**src/rtl/collide_scheduler.sv**
```systemverilog
// collide_scheduler
//   Sweeps every lattice cell once per pass: reads each cell from BRAM, hands
//   the densities to the collision stage, and writes the collided result back
//   to the same address when the collision stage reports it done. Addresses of
//   cells sent to the collision stage wait in a small FIFO, so results must
//   come back in issue order.
//
// Ports
//   clk_in          single clock, posedge
//   rst_in          synchronous active-high reset
//   start_in        one-cycle pulse, starts a sweep (honoured only when idle)
//   busy_out        high from sweep accept until the done cycle inclusive
//   done_out        one-cycle pulse at sweep completion
//   err_out         sticky: a collision result arrived with no address queued
//   bram_raddr_out  BRAM read address
//   bram_rdata_in   BRAM read data, 9 densities, element k at [8k+7:8k]
//   bram_waddr_out  BRAM write address
//   bram_wdata_out  BRAM write data
//   bram_we_out     BRAM write enable
//   coll_data_out   densities to the collision stage
//   coll_valid_out  coll_data_out valid
//   coll_data_in    collided densities from the collision stage
//   coll_done_in    coll_data_in valid
//
// state  | meaning
// IDLE   | waiting for start_in
// ISSUE  | issuing one read per cycle, throttled by FIFO room
// DRAIN  | all reads issued, waiting for outstanding results
// FINISH | one-cycle done pulse
module collide_scheduler #(
  parameter int GRID_CELLS   = 4800,
  parameter int ADDR_WIDTH   = 13,
  parameter int BRAM_LATENCY = 2,
  parameter int FIFO_DEPTH   = 32
) (
  input  logic                  clk_in,
  input  logic                  rst_in,
  input  logic                  start_in,
  output logic                  busy_out,
  output logic                  done_out,
  output logic                  err_out,
  output logic [ADDR_WIDTH-1:0] bram_raddr_out,
  input  logic [8:0][7:0]       bram_rdata_in,
  output logic [ADDR_WIDTH-1:0] bram_waddr_out,
  output logic [8:0][7:0]       bram_wdata_out,
  output logic                  bram_we_out,
  output logic [8:0][7:0]       coll_data_out,
  output logic                  coll_valid_out,
  input  logic [8:0][7:0]       coll_data_in,
  input  logic                  coll_done_in
);

  localparam int PW = $clog2(FIFO_DEPTH);

  localparam logic [1:0] S_IDLE   = 2'd0;
  localparam logic [1:0] S_ISSUE  = 2'd1;
  localparam logic [1:0] S_DRAIN  = 2'd2;
  localparam logic [1:0] S_FINISH = 2'd3;

  localparam logic [ADDR_WIDTH-1:0] LAST_CELL = ADDR_WIDTH'(GRID_CELLS - 1);
  localparam logic [PW:0]           OCC_ONE   = 1;

  logic [1:0]              state;
  logic [ADDR_WIDTH-1:0]   rd_addr;
  logic [ADDR_WIDTH-1:0]   push_addr;
  logic [BRAM_LATENCY-1:0] vld_sr;
  logic [ADDR_WIDTH-1:0]   fifo_mem [FIFO_DEPTH];
  logic [PW-1:0]           wr_ptr;
  logic [PW-1:0]           rd_ptr;
  logic [PW:0]             occ;
  logic                    err_q;

  logic [31:0] inflight;
  logic [31:0] load;
  logic        issue;
  logic        emerge;
  logic        pop;

  always_comb begin
    inflight = '0;
    for (int i = 0; i < BRAM_LATENCY; i++) begin
      inflight = inflight + 32'(vld_sr[i]);
    end
  end

  // Reads in flight are counted against FIFO room: the collision stage cannot
  // be stalled, so every read issued must already own a FIFO slot.
  assign load   = 32'(occ) + inflight;
  assign issue  = (state == S_ISSUE) && (load < 32'(FIFO_DEPTH));
  assign emerge = vld_sr[BRAM_LATENCY-1];
  assign pop    = coll_done_in && (occ != '0);

  always_ff @(posedge clk_in) begin
    if (rst_in) begin
      state     <= S_IDLE;
      rd_addr   <= '0;
      push_addr <= '0;
      vld_sr    <= '0;
      wr_ptr    <= '0;
      rd_ptr    <= '0;
      occ       <= '0;
      err_q     <= 1'b0;
    end else begin
      vld_sr[0] <= issue;
      for (int i = 1; i < BRAM_LATENCY; i++) begin
        vld_sr[i] <= vld_sr[i-1];
      end

      // Reads return in issue order, so a counter names the emerging cell.
      if (emerge) begin
        push_addr <= push_addr + ADDR_WIDTH'(1);
        wr_ptr    <= wr_ptr + PW'(1);
      end
      if (pop) begin
        rd_ptr <= rd_ptr + PW'(1);
      end
      case ({emerge, pop})
        2'b10:   occ <= occ + OCC_ONE;
        2'b01:   occ <= occ - OCC_ONE;
        default: occ <= occ;
      endcase

      if (coll_done_in && (occ == '0)) begin
        err_q <= 1'b1;
      end

      case (state)
        S_IDLE: begin
          if (start_in) begin
            state     <= S_ISSUE;
            rd_addr   <= '0;
            push_addr <= '0;
          end
        end
        S_ISSUE: begin
          if (issue) begin
            if (rd_addr == LAST_CELL) begin
              state <= S_DRAIN;
            end else begin
              rd_addr <= rd_addr + ADDR_WIDTH'(1);
            end
          end
        end
        S_DRAIN: begin
          if ((inflight == '0) && (occ == '0) && !coll_done_in) begin
            state <= S_FINISH;
          end
        end
        default: state <= S_IDLE;
      endcase
    end
  end

  always_ff @(posedge clk_in) begin
    if (emerge) begin
      fifo_mem[wr_ptr] <= push_addr;
    end
  end

  // Data outputs are gated by their valids so they read zero when idle or in reset.
  assign bram_raddr_out = rd_addr;
  assign bram_we_out    = pop;
  assign bram_waddr_out = pop ? fifo_mem[rd_ptr] : '0;
  assign bram_wdata_out = pop ? coll_data_in : '0;
  assign coll_valid_out = emerge;
  assign coll_data_out  = emerge ? bram_rdata_in : '0;
  assign err_out        = err_q;
  assign busy_out       = (state != S_IDLE);
  assign done_out       = (state == S_FINISH);

endmodule

```
**config.mk**
```make
export PLATFORM = sky130hd
export DESIGN_NAME = collide_scheduler
export DESIGN_NICKNAME = d
export VERILOG_FILES = /design/src/rtl/collide_scheduler.sv
export SDC_FILE = /design/constraint.sdc
export NUM_CORES = 1
export LEC_CHECK = 0
export CORE_MARGIN = 2
export CORE_UTILIZATION = 35
export DETAILED_ROUTE_END_ITERATION = 16
export PLACE_DENSITY = 0.56
export SYNTH_ARGS = -nofsm -noshare
export SYNTH_HDL_FRONTEND = slang
export SYNTH_SLANG_ARGS = --single-unit
export TNS_END_PERCENT = 100
```
**constraint.sdc**
```tcl
create_clock -name clk_in -period 6.9 [get_ports clk_in]
set_clock_uncertainty 0.15 [all_clocks]
set_input_delay 0.69 -clock clk_in [delete_from_list [all_inputs] [get_ports clk_in]]
set_output_delay 0.69 -clock clk_in [all_outputs]
set_load 0.02 [all_outputs]
```
After elaboration in Yosys (flattened, before gate mapping)
Memory sizes are Yosys's and may differ from the RTL's. A register that Yosys moved wholly into a read port is not among the register bits.
Cells that the tools add are included.
W data, S select, Z words.
{ "word_totals": {"regBits": 47, "ramBits": 416, "in_bits": 148, "output_inout_bits": 175, "wordCells": 64, "mem_count": 1} }
{ "memory_table": {"columns": ["memory", "words", "width", "rd", "rd_clocked_by_memory_dff", "wr", "line_no", "rtl"], "rows": [
  ["fifo_mem", 32, 13, 1, 1, 1, "67", "logic [ADDR_WIDTH-1:0] fifo_mem [FIFO_DEPTH];"]
]} }
{ "op_classes": {"addsub": 8, "order_cmp": 1, "eq_ne": 11, "mux": 20, "reduce_logical": 15} }
{ "op_table": {"columns": ["cell", "n"], "rows": [
  ["$mux W72", 2],
  ["$mux W13", 7],
  ["$logic_not A32 Y1", 1],
  ["$add A13 B1 Y13 const B", 2],
  ["$pmux W13 S2", 1],
  ["$eq A13 B13 Y1 const B", 1],
  ["$pmux W6 S2", 1],
  ["$add A5 B1 Y5 const B", 2],
  ["$mux W5", 2],
  ["$mux W2", 4],
  ["$ne A2 B2 Y1 const B", 4],
  ["$reduce_and A4 Y1", 2],
  ["$add A6 B2 Y7", 1],
  ["$lt A7 B6 Y1 const B", 1],
  ["$add A6 B1 Y6 const B", 1],
  ["$eq A2 B2 Y1 const B", 3],
  ["$logic_not A6 Y1", 1],
  ["$pmux W2 S3", 1],
  ["$reduce_bool A2 Y1", 3],
  ["$reduce_bool A6 Y1", 1],
  ["$sub A6 B1 Y6 const B", 1],
  ["$logic_and A1 B1 Y1", 5],
  ["$eq A2 B1 Y1 const B", 2],
  ["$add A1 B1 Y2", 1],
  ["4 further kinds", 5]
]} }

Depth between registers and ports, before layout
Gate-level depths: netlist of run 1.
{ "logic_depth": {"ltp_word": 6, "mapped_depth": 13, "mapped_depth_nobuf": 10} }

Worst setup path after synthesis of run 1
OpenSTA, ideal clock, no wires.
{ "synth_path": {"path_type": "input-to-reg", "startpoint": "input port coll_done_in", "endpoint": "register occ[4]", "setup_time_ps": 70, "t_arrival_ps": 3295, "required_time_ps": 6680, "setup_slack_ps": 3385, "cell_stages": 11, "path_buffers": 2, "cell_sequence": "a21boi_1 > clkbuf_1 > ha_1 > buf_1 > xor2_1 > ha_1 > a21o_1 > a22oi_1 > o221a_2 > or3_1 > a21oi_1"} }
{ "synth_via": {"elab_chain_cells": 3, "word_cells_on_any_way": 5, "cone_classes": "eq/ne: 2; mux: 1; reduce/logical: 2"} }
{ "synth_rtl": {"columns": ["element", "line_no", "rtl"], "rows": [
  ["from (decl)", "50", "input logic coll_done_in"],
  ["$logic_and A1 B1 Y1 (*)", "91", "assign pop = coll_done_in && (occ != '0);"],
  ["via bram_we_out", "46", "output logic bram_we_out,"],
  ["$eq A2 B1 Y1 / $eq A2 B2 Y1 (equally long branches)", "117", "case ({emerge, pop})"],
  ["$pmux W6 S2 / $reduce_bool A2 Y1 (equally long branches)", null, null],
  ["to (signal assigned)", "118", "2'b10: occ <= occ + OCC_ONE;"],
  ["to (signal assigned)", "119", "2'b01: occ <= occ - OCC_ONE;"],
  ["to (decl)", "70", "logic [PW:0] occ;"]
]} }
Mark *: on every way through the listed nets, which the timed path passes. The rest lies on a longest branch.
A chain may end at the register's enable or synchronous reset.

==> impl_results.md, run 1 <==
- CTS H-tree depth: 2
- Hold buffers post-CTS: 0
- N_diodes: 0
- Final Util: between 40% and 50%
- Static leakage: 8.197 nW
- Detailed placer's ending HPWL: 32.65 mm
- Antenna Violating Nets Remaining: 0
- Net count of the finished layout: 1666
- Number of standard-cell rows in the floorplan: between 80 and 90
- TritonCTS clock tree: yes
- Full die area: 57890 um2
- First-pass GRT wire length: 74.43 mm
- Slew HR: between 10% and 20%
- Via count of the first global-routing pass: approximately 12000
- Chip Height: 240.6 um
- DRC viols: 0
- Number of slew-limit violations in the final report: 0
- VDD IR-drop max: 164.8 uV
- Async set or reset register ratio after synthesis: 0%
- Required @ worst endpoint: 6.06 ns
- Top achievable clock speed: roughly 0.2 GHz
- Die W: about 240 um
- Endpoint kind of the worst setup timing path: output pin
- Fraction of synthesized area in multiplexers: about 15%
- Setup repair after global routing missed its margin: false
- Crit path max-delay family: buffers and inverters
- Post-detailed-route via-to-cell ratio: 4.936
- Critical Path AT: 4.01 ns
- Most used DFF post-synth: sky130_fd_sc_hd__edfxtp_1
- Number of buffers inserted to repair setup after CTS: 0
- MaxCap Viol Count: 0
- Maximum root-to-sink buffer count: 3
- Clock tree root buffer cell: sky130_fd_sc_hd__clkbuf_16
- Sum of routed wire length over all layers: 50.19 mm
- Fraction of the mapped netlist area in adder cells: under 10%
- Number of synthesized flops with an enable pin: 416
- Post-DR wirelength/cell: 21.96 um
- Most common cell after layout, fill and taps aside: sky130_fd_sc_hd__edfxtp_1
- Bufs and invs on worst path: 2
- Initial Util: 35.49%
- Initial antenna violation count: 0
- Run status: finished, final reports clean
- Highest net fanout along the worst path: 46
- Synthesized-area fraction occupied by ao, oa, aoi and oai cells: 1.705%
- Number of synthesized register bits: approximately 470
- Final GP Congestion: between 0.8 and 0.9
- Largest family of logic cells by synthesized area: multiplexers
- Growth of design area from synthesis to finish: 29.43%
- Crit path max-delay cell type: sky130_fd_sc_hd__dfxtp_4
- Synth Warn #: 0
- # fillers: 4760
- Fraction of synthesized cell area in xor and xnor cells: 1.475%
- Simple-gate area share of the yosys netlist: under 10%
- Pin count of the biggest net entering global routing: 84
- Worst hold-check path type: reg2reg
- Critical path's largest stage delay: 0.96 ns
- Vias post-DR: 11280
- CP Cell Sequence: buf_4, mux4_2, mux2i_1, nand2_1, and3_1, clkdlybuf4s50_1
- Buffers on Ports: approximately 320
- TritonCTS sink count: 468
- Pwr dens: 283.9 nW/um2
- Clock-pin slew reported for the worst setup and hold paths after clock tree synthesis: roughly 0.060 ns
- Category of the critical setup timing path: reg2out
- Clock insertion delay at the later pin of the skew report: 0.57 ns
- GRT Util Overall: 17.48%
- Worst Tran Pin Value: 1.318 ns
- Syn Nets: 1330
- Sum of negative setup slack: 0 ns
- DRC violation total after the first TritonRoute iteration: 747
- Post-route clock period utilization: 70.31%
- CTS-repair resized insts: 0
- Post-synthesis cell count: 1164
- Number of top-level pins: 323
- Share of cells above drive strength 1: 15.73%
- Post-Synthesis Cell Area: 19590 um2
- GR Overflow Total: 0
- Sequential area share after synthesis: 69.07%
- Number of hold-slack violations in the final timing report: 0
- Cts bufs inserted: 47
- Top library cells by usage in the layout, fill and taps aside: sky130_fd_sc_hd__edfxtp_1 (416), sky130_fd_sc_hd__clkdlybuf4s50_1 (322), sky130_fd_sc_hd__and2_1 (147)
- Post-synthesis area per instance: 16.83 um2
- Pre-Repair DR Iteration Count: 5
- Distinct cells, synth: 51
- Placeable Area: roughly 55000 um2
- Crit path launch type: register
- Setup Viol. Count Final: 0
- Fin crit period: around 4.9 ns
## power breakdown
part / leakage [nW] / internal (mW) / switching [mW] / total (mW)
Clock: 0.772 / 1.52 / 1.04 / 2.57
Combinational: 3.15 / 0.722 / 0.709 / 1.43
Sequential: 4.28 / 3.08 / 0.125 / 3.20
Total: 8.20 / 5.32 / 1.88 / 7.20
## worst reg2reg max path, cell delays in order (launching register included)
cell and delay (ns):
sky130_fd_sc_hd__dfxtp_1 0.55, sky130_fd_sc_hd__nor2_1 0.20, sky130_fd_sc_hd__a21boi_4 0.15, sky130_fd_sc_hd__buf_4 0.53, sky130_fd_sc_hd__ha_1 0.60, sky130_fd_sc_hd__xor2_1 0.20, sky130_fd_sc_hd__ha_1 0.24, sky130_fd_sc_hd__a21o_1 0.13
sky130_fd_sc_hd__a22oi_1 0.08, sky130_fd_sc_hd__o221a_2 0.27, sky130_fd_sc_hd__or3_1 0.30, sky130_fd_sc_hd__a21oi_1 0.13
## logic make-up after synthesis
group / count (synthesis)
AO/OA/AOI/OAI: 42
XOR/XNOR: 33
adder cells (fa/ha/maj): 18
buffers and inverters: 79
flip-flops: 468
multiplexers: 163
AND/OR/NAND/NOR: 361
## state kept, by name (all words and copies together), names as in the netlist, named ones only
signal	flops
vld_sr	2
bram_raddr_out	13
err_out	1
fifo_mem	416
occ	6
push_addr	13
state	2
wr_ptr	5
rd_ptr	5
## layout make-up
type	instances	area (um2)	area share [%]
multi-input combinational	617	5782	22.80
sequential	468	13540	53.41
tap	748	935.9	3.691
clock buffer	66	1360	5.363
timing repair buffer	357	3498	13.80
inverter	9	33.78	0.1332
clock inverter	21	203.9	0.8043
## cell usage after synthesis, drive strengths merged (2+ instances only)
master | count | area (um2)
and2 | 147 | 919.6
a21o | 2 | 15.01
nand4 | 10 | 62.56
nor4 | 10 | 68.81
nand4b | 2 | 17.52
buf | 29 | 143.9
nor3b | 2 | 15.01
nor2b | 3 | 18.77
clkbuf | 41 | 153.9
xor2 | 16 | 140.1
or2 | 4 | 25.03
nand2b | 5 | 31.28
dfxtp | 52 | 1041
or3b | 2 | 17.52
nor2 | 82 | 307.8
nand3 | 10 | 50.05
and3 | 17 | 106.4
edfxtp | 416 | 12490
nand3b | 4 | 30.03
nand2 | 49 | 183.9
o21ai | 5 | 25.02
o221ai | 13 | 113.9
a31oi | 3 | 18.77
a21oi | 5 | 25.02
nor3 | 7 | 35.03
or3 | 4 | 25.02
mux4 | 104 | 2342
ha | 18 | 225.2
inv | 9 | 33.78
xnor2 | 17 | 148.9
a22oi | 3 | 22.52
mux2i | 58 | 580.6
## layer usage
metal | part of all wire (%) | GRT usage, %
met1 | 42 | 22.22
met2 | 51 | 30.02
met3 | 5.1 | 3.729
met4 | 2.7 | 5.308
met5 | 0 | 0
## through the flow
stage          cells  hold WS, ns  area, um2  setup slack, ns  power, mW
3_5_place_dp    2199       0.3041      23790            2.514      4.713
2_1_floorplan   1164       0.2877      19590            3.385      4.101
4_1_cts         2286       0.3149      25360            1.954      7.284
5_1_grt         2286       0.3568      25360            1.781      7.475
3_3_place_gp    2199       0.2991      23790            2.564      4.709
6_report        2286       0.3148      25360            2.049      7.199
## path summary, 6_finish.rpt
kind         slack, ns  cells after the start                    to            startpoint
max               2.05                      6     bram_waddr_out[6]              register
min               0.31                      2  vld_sr[1]$_SDFF_PP0_  vld_sr[0]$_SDFF_PP0_
max reg2reg       3.29                     11   occ[4]$_SDFFE_PP0P_   occ[1]$_SDFFE_PP0P_
min reg2reg       0.31                      2  vld_sr[1]$_SDFF_PP0_  vld_sr[0]$_SDFF_PP0_
Note: power is estimated with default switching activity, not from simulation.
==> run 2, diff against run 1 <==
--- a/config.mk
+++ b/config.mk
@@ -8,7 +8,7 @@
 export CORE_MARGIN = 2
 export CORE_UTILIZATION = 35
 export DETAILED_ROUTE_END_ITERATION = 16
-export PLACE_DENSITY = 0.56
+export PLACE_DENSITY = 0.58
 export SYNTH_ARGS = -nofsm -noshare
 export SYNTH_HDL_FRONTEND = slang
 export SYNTH_SLANG_ARGS = --single-unit
==> constraint.sdc (replaced) <==
create_clock -name clk_in -period 3.95 [get_ports clk_in]
set_clock_uncertainty 0.15 [all_clocks]
set_input_delay 0.395 -clock clk_in [delete_from_list [all_inputs] [get_ports clk_in]]
set_output_delay 0.395 -clock clk_in [all_outputs]
set_load 0.02 [all_outputs]
==> run 2 against run 1 <==
Net effect: utilization is 0.46 points higher; sequential cell count stayed put; total power is 75% higher; worst setup slack worse by 1.9 ns; first-iteration DRC count is 2.4% higher; global-route usage is 0.081 points higher; critical path type unchanged; critical endpoint is now bram_waddr_out[11]; die area stayed put; highest routed layer unchanged.
==> impl_results.md, run 2 (same netlist as run 1, synthesis figures left out) <==
- Sequential fraction of design power: between 40% and 50%
- Min Hold Slack: 0.3126 ns
- Placeable Area: about 55000 um2
- R2R Setup Slk: about 0.75 ns
- Antenna Violating Nets Remaining: 0
- Maximum root-to-sink buffer count: 3
- Run status: finished, final reports clean
- DRC viols: 0
- Setup repair after global routing missed its margin: false
- Inst Count DP: 2216
- GRT Util Overall: ~18%
- Internal power: just over 9 mW
- Startpoint of the lowest-slack register-to-register path: occ[1]$_SDFFE_PP0P_
- Final GP Congestion: 0.7996
- DRC violation total after the first TritonRoute iteration: 765
- GR Overflow Total: 0
- Hold path start: vld_sr[0]$_SDFF_PP0_
- Worst slack after detailed placement: 0.5132 ns
- Full die area: 57890 um2
- Number of hold-slack violations in the final timing report: 0
- Most common cell after layout, fill and taps aside: sky130_fd_sc_hd__edfxtp_1
- Slew HR: 33.88%
- Non-filler instance count after layout: 2317
- Sum of negative setup slack: 0 ns
- Setup Viol. Count Final: 0
- Fin crit period: 3.811 ns
- TritonCTS clock tree: yes
- Reg-to-reg endpoint: occ[4]$_SDFFE_PP0P_
- Number of cells traversed by the worst register-to-register path: 10
- Clock-pin slew reported for the worst setup and hold paths after clock tree synthesis: 0.06 ns
- Pin count of the biggest net entering global routing: 76
- Terminating pin of the worst hold path: vld_sr[1]$_SDFF_PP0_
- Max FFs per register: 416
- Endpoint kind of the worst setup timing path: output pin
- CTS H-tree depth: 2
- Number of slew-limit violations in the final report: 0
- Detailed placer's ending HPWL: 32.83 mm
- Vias post-DR: ~11000
- Worst hold-check path type: reg2reg
- Sum of routed wire length over all layers: 50.38 mm
- Worst hold stages: 2
- Highest net fanout along the worst path: 8
- Top library cells by usage in the layout, fill and taps aside: sky130_fd_sc_hd__edfxtp_1 (416), sky130_fd_sc_hd__clkdlybuf4s50_1 (322), sky130_fd_sc_hd__and2_1 (147)
- Chip Height: 240.6 um
- Number of top-level pins: 323
- Share of cells above drive strength 1: between 15 and 20%
- Top achievable clock speed: 0.2624 GHz
- Power share of the clock group: 35.1%
- Buffers on Ports: around 320
- Part of the power in combinational logic: 21.7%
- VDD IR-drop max: 329.8 uV
- Clock insertion delay at the later pin of the skew report: 0.57 ns
- Crit path launch type: register
- Switching share of power: between 20% and 30%
- Power dissipated by switching net loads: 3.315 mW
- Post-route clock period utilization: 96.48%
- Critical Path AT: ~3.3 ns
- Category of the critical setup timing path: reg2out
- Static leakage: 8.345 nW
- Register containing the most flip-flops in the final layout: fifo_mem
- Worst Tran Pin Value: 0.9908 ns
- Post-detailed-route via-to-cell ratio: 4.923
- Initial antenna violation count: 1
- Post-DR wirelength/cell: between 20 and 25 um
- Total design power: about 13 mW
- First-pass GRT wire length: around 75 mm
- Growth of design area from synthesis to finish: 30.72%
- Pwr dens: 492.0 nW/um2
- Net count of the finished layout: approximately 1700
- Clock tree root buffer cell: sky130_fd_sc_hd__clkbuf_16
- Cts bufs inserted: 49
- Via count of the first global-routing pass: 11730
- Pre-Repair DR Iteration Count: 5
- Number of standard-cell rows in the floorplan: 86
- MaxCap Viol Count: 0
- Initial Util: 35.49%
- Die W: 240.6 um
- Least setup slack across all paths after layout: 0.1390 ns
- TritonCTS sink count: 468
- Required @ worst endpoint: 3.40 ns
[run 2: critical path, stage by stage (launching register included)]
cell	delay, ns
sky130_fd_sc_hd__dfxtp_4	0.46
sky130_fd_sc_hd__buf_4	0.21
sky130_fd_sc_hd__mux4_2	0.50
sky130_fd_sc_hd__mux2i_1	0.51
sky130_fd_sc_hd__o221ai_1	0.22
sky130_fd_sc_hd__and3_1	0.25
sky130_fd_sc_hd__clkdlybuf4s50_1	0.54
[run 2: how the worst max path moves through the flow]
stage / slack [ns] / end / depth (start not counted)
after floorplan: 0.58 / occ[4]$_SDFFE_PP0P_ / 13
final: 0.14 / bram_waddr_out[11] / 6
after detailed placement: 0.51 / bram_waddr_out[0] / 6
after global routing: 0.04 / bram_waddr_out[11] / 6
after CTS: 0.05 / bram_waddr_out[6] / 6
after global placement: 0.58 / bram_waddr_out[2] / 6
[run 2: per-layer routing]
| metal | wire length, um | track usage [%] | part of all wire (%) | up-vias |
|---|---|---|---|---|
| met4 | 874 | 4.555 | 1.7 | 0 |
| met2 | 25700 | 30.62 | 51 | 344 |
| met3 | 2681 | 3.180 | 5.3 | 50 |
| met5 | 0 | 0 | 0 | - |
| li1 | - | - | - | 5215 |
| met1 | 21120 | 22.61 | 42 | 5797 |
[run 2: area by class of cell]
type / count / area (um2)
diodes: 2 / 5.005
inverters: 9 / 33.78
fillers: 4797 / 29590
well taps: 748 / 935.9
multi-input cells: 617 / 5783
clock buffers: 71 / 1391
flip-flops and latches: 468 / 13540
repair buffers: 382 / 3761
clock inverters: 20 / 156.4
[run 2: per-stage QoR]
step / cell area [um2] / utilization (%)
floorplan: 19590 / -
CTS: 25580 / 46.34
global placement: 23970 / 43.42
detailed placement: 23970 / 43.42
global route: 25610 / 46.39
finish: 25610 / 46.40
[run 2: power by group through the flow]
stage	clock network, mW	registers [mW]	logic [mW]
final	4.42	5.44	2.74
after global routing	4.69	5.45	2.92
after CTS	4.52	5.47	2.73
after detailed placement	0	5.58	2.70
after global placement	0	5.58	2.68
after floorplan	0	5.52	1.65
[run 2: what timing repair did]
item,4_1_cts,5_1_grt
setup endpoints to repair,4,4
resized for setup,3,2
hold buffers,0,0
buffers inserted,5,3
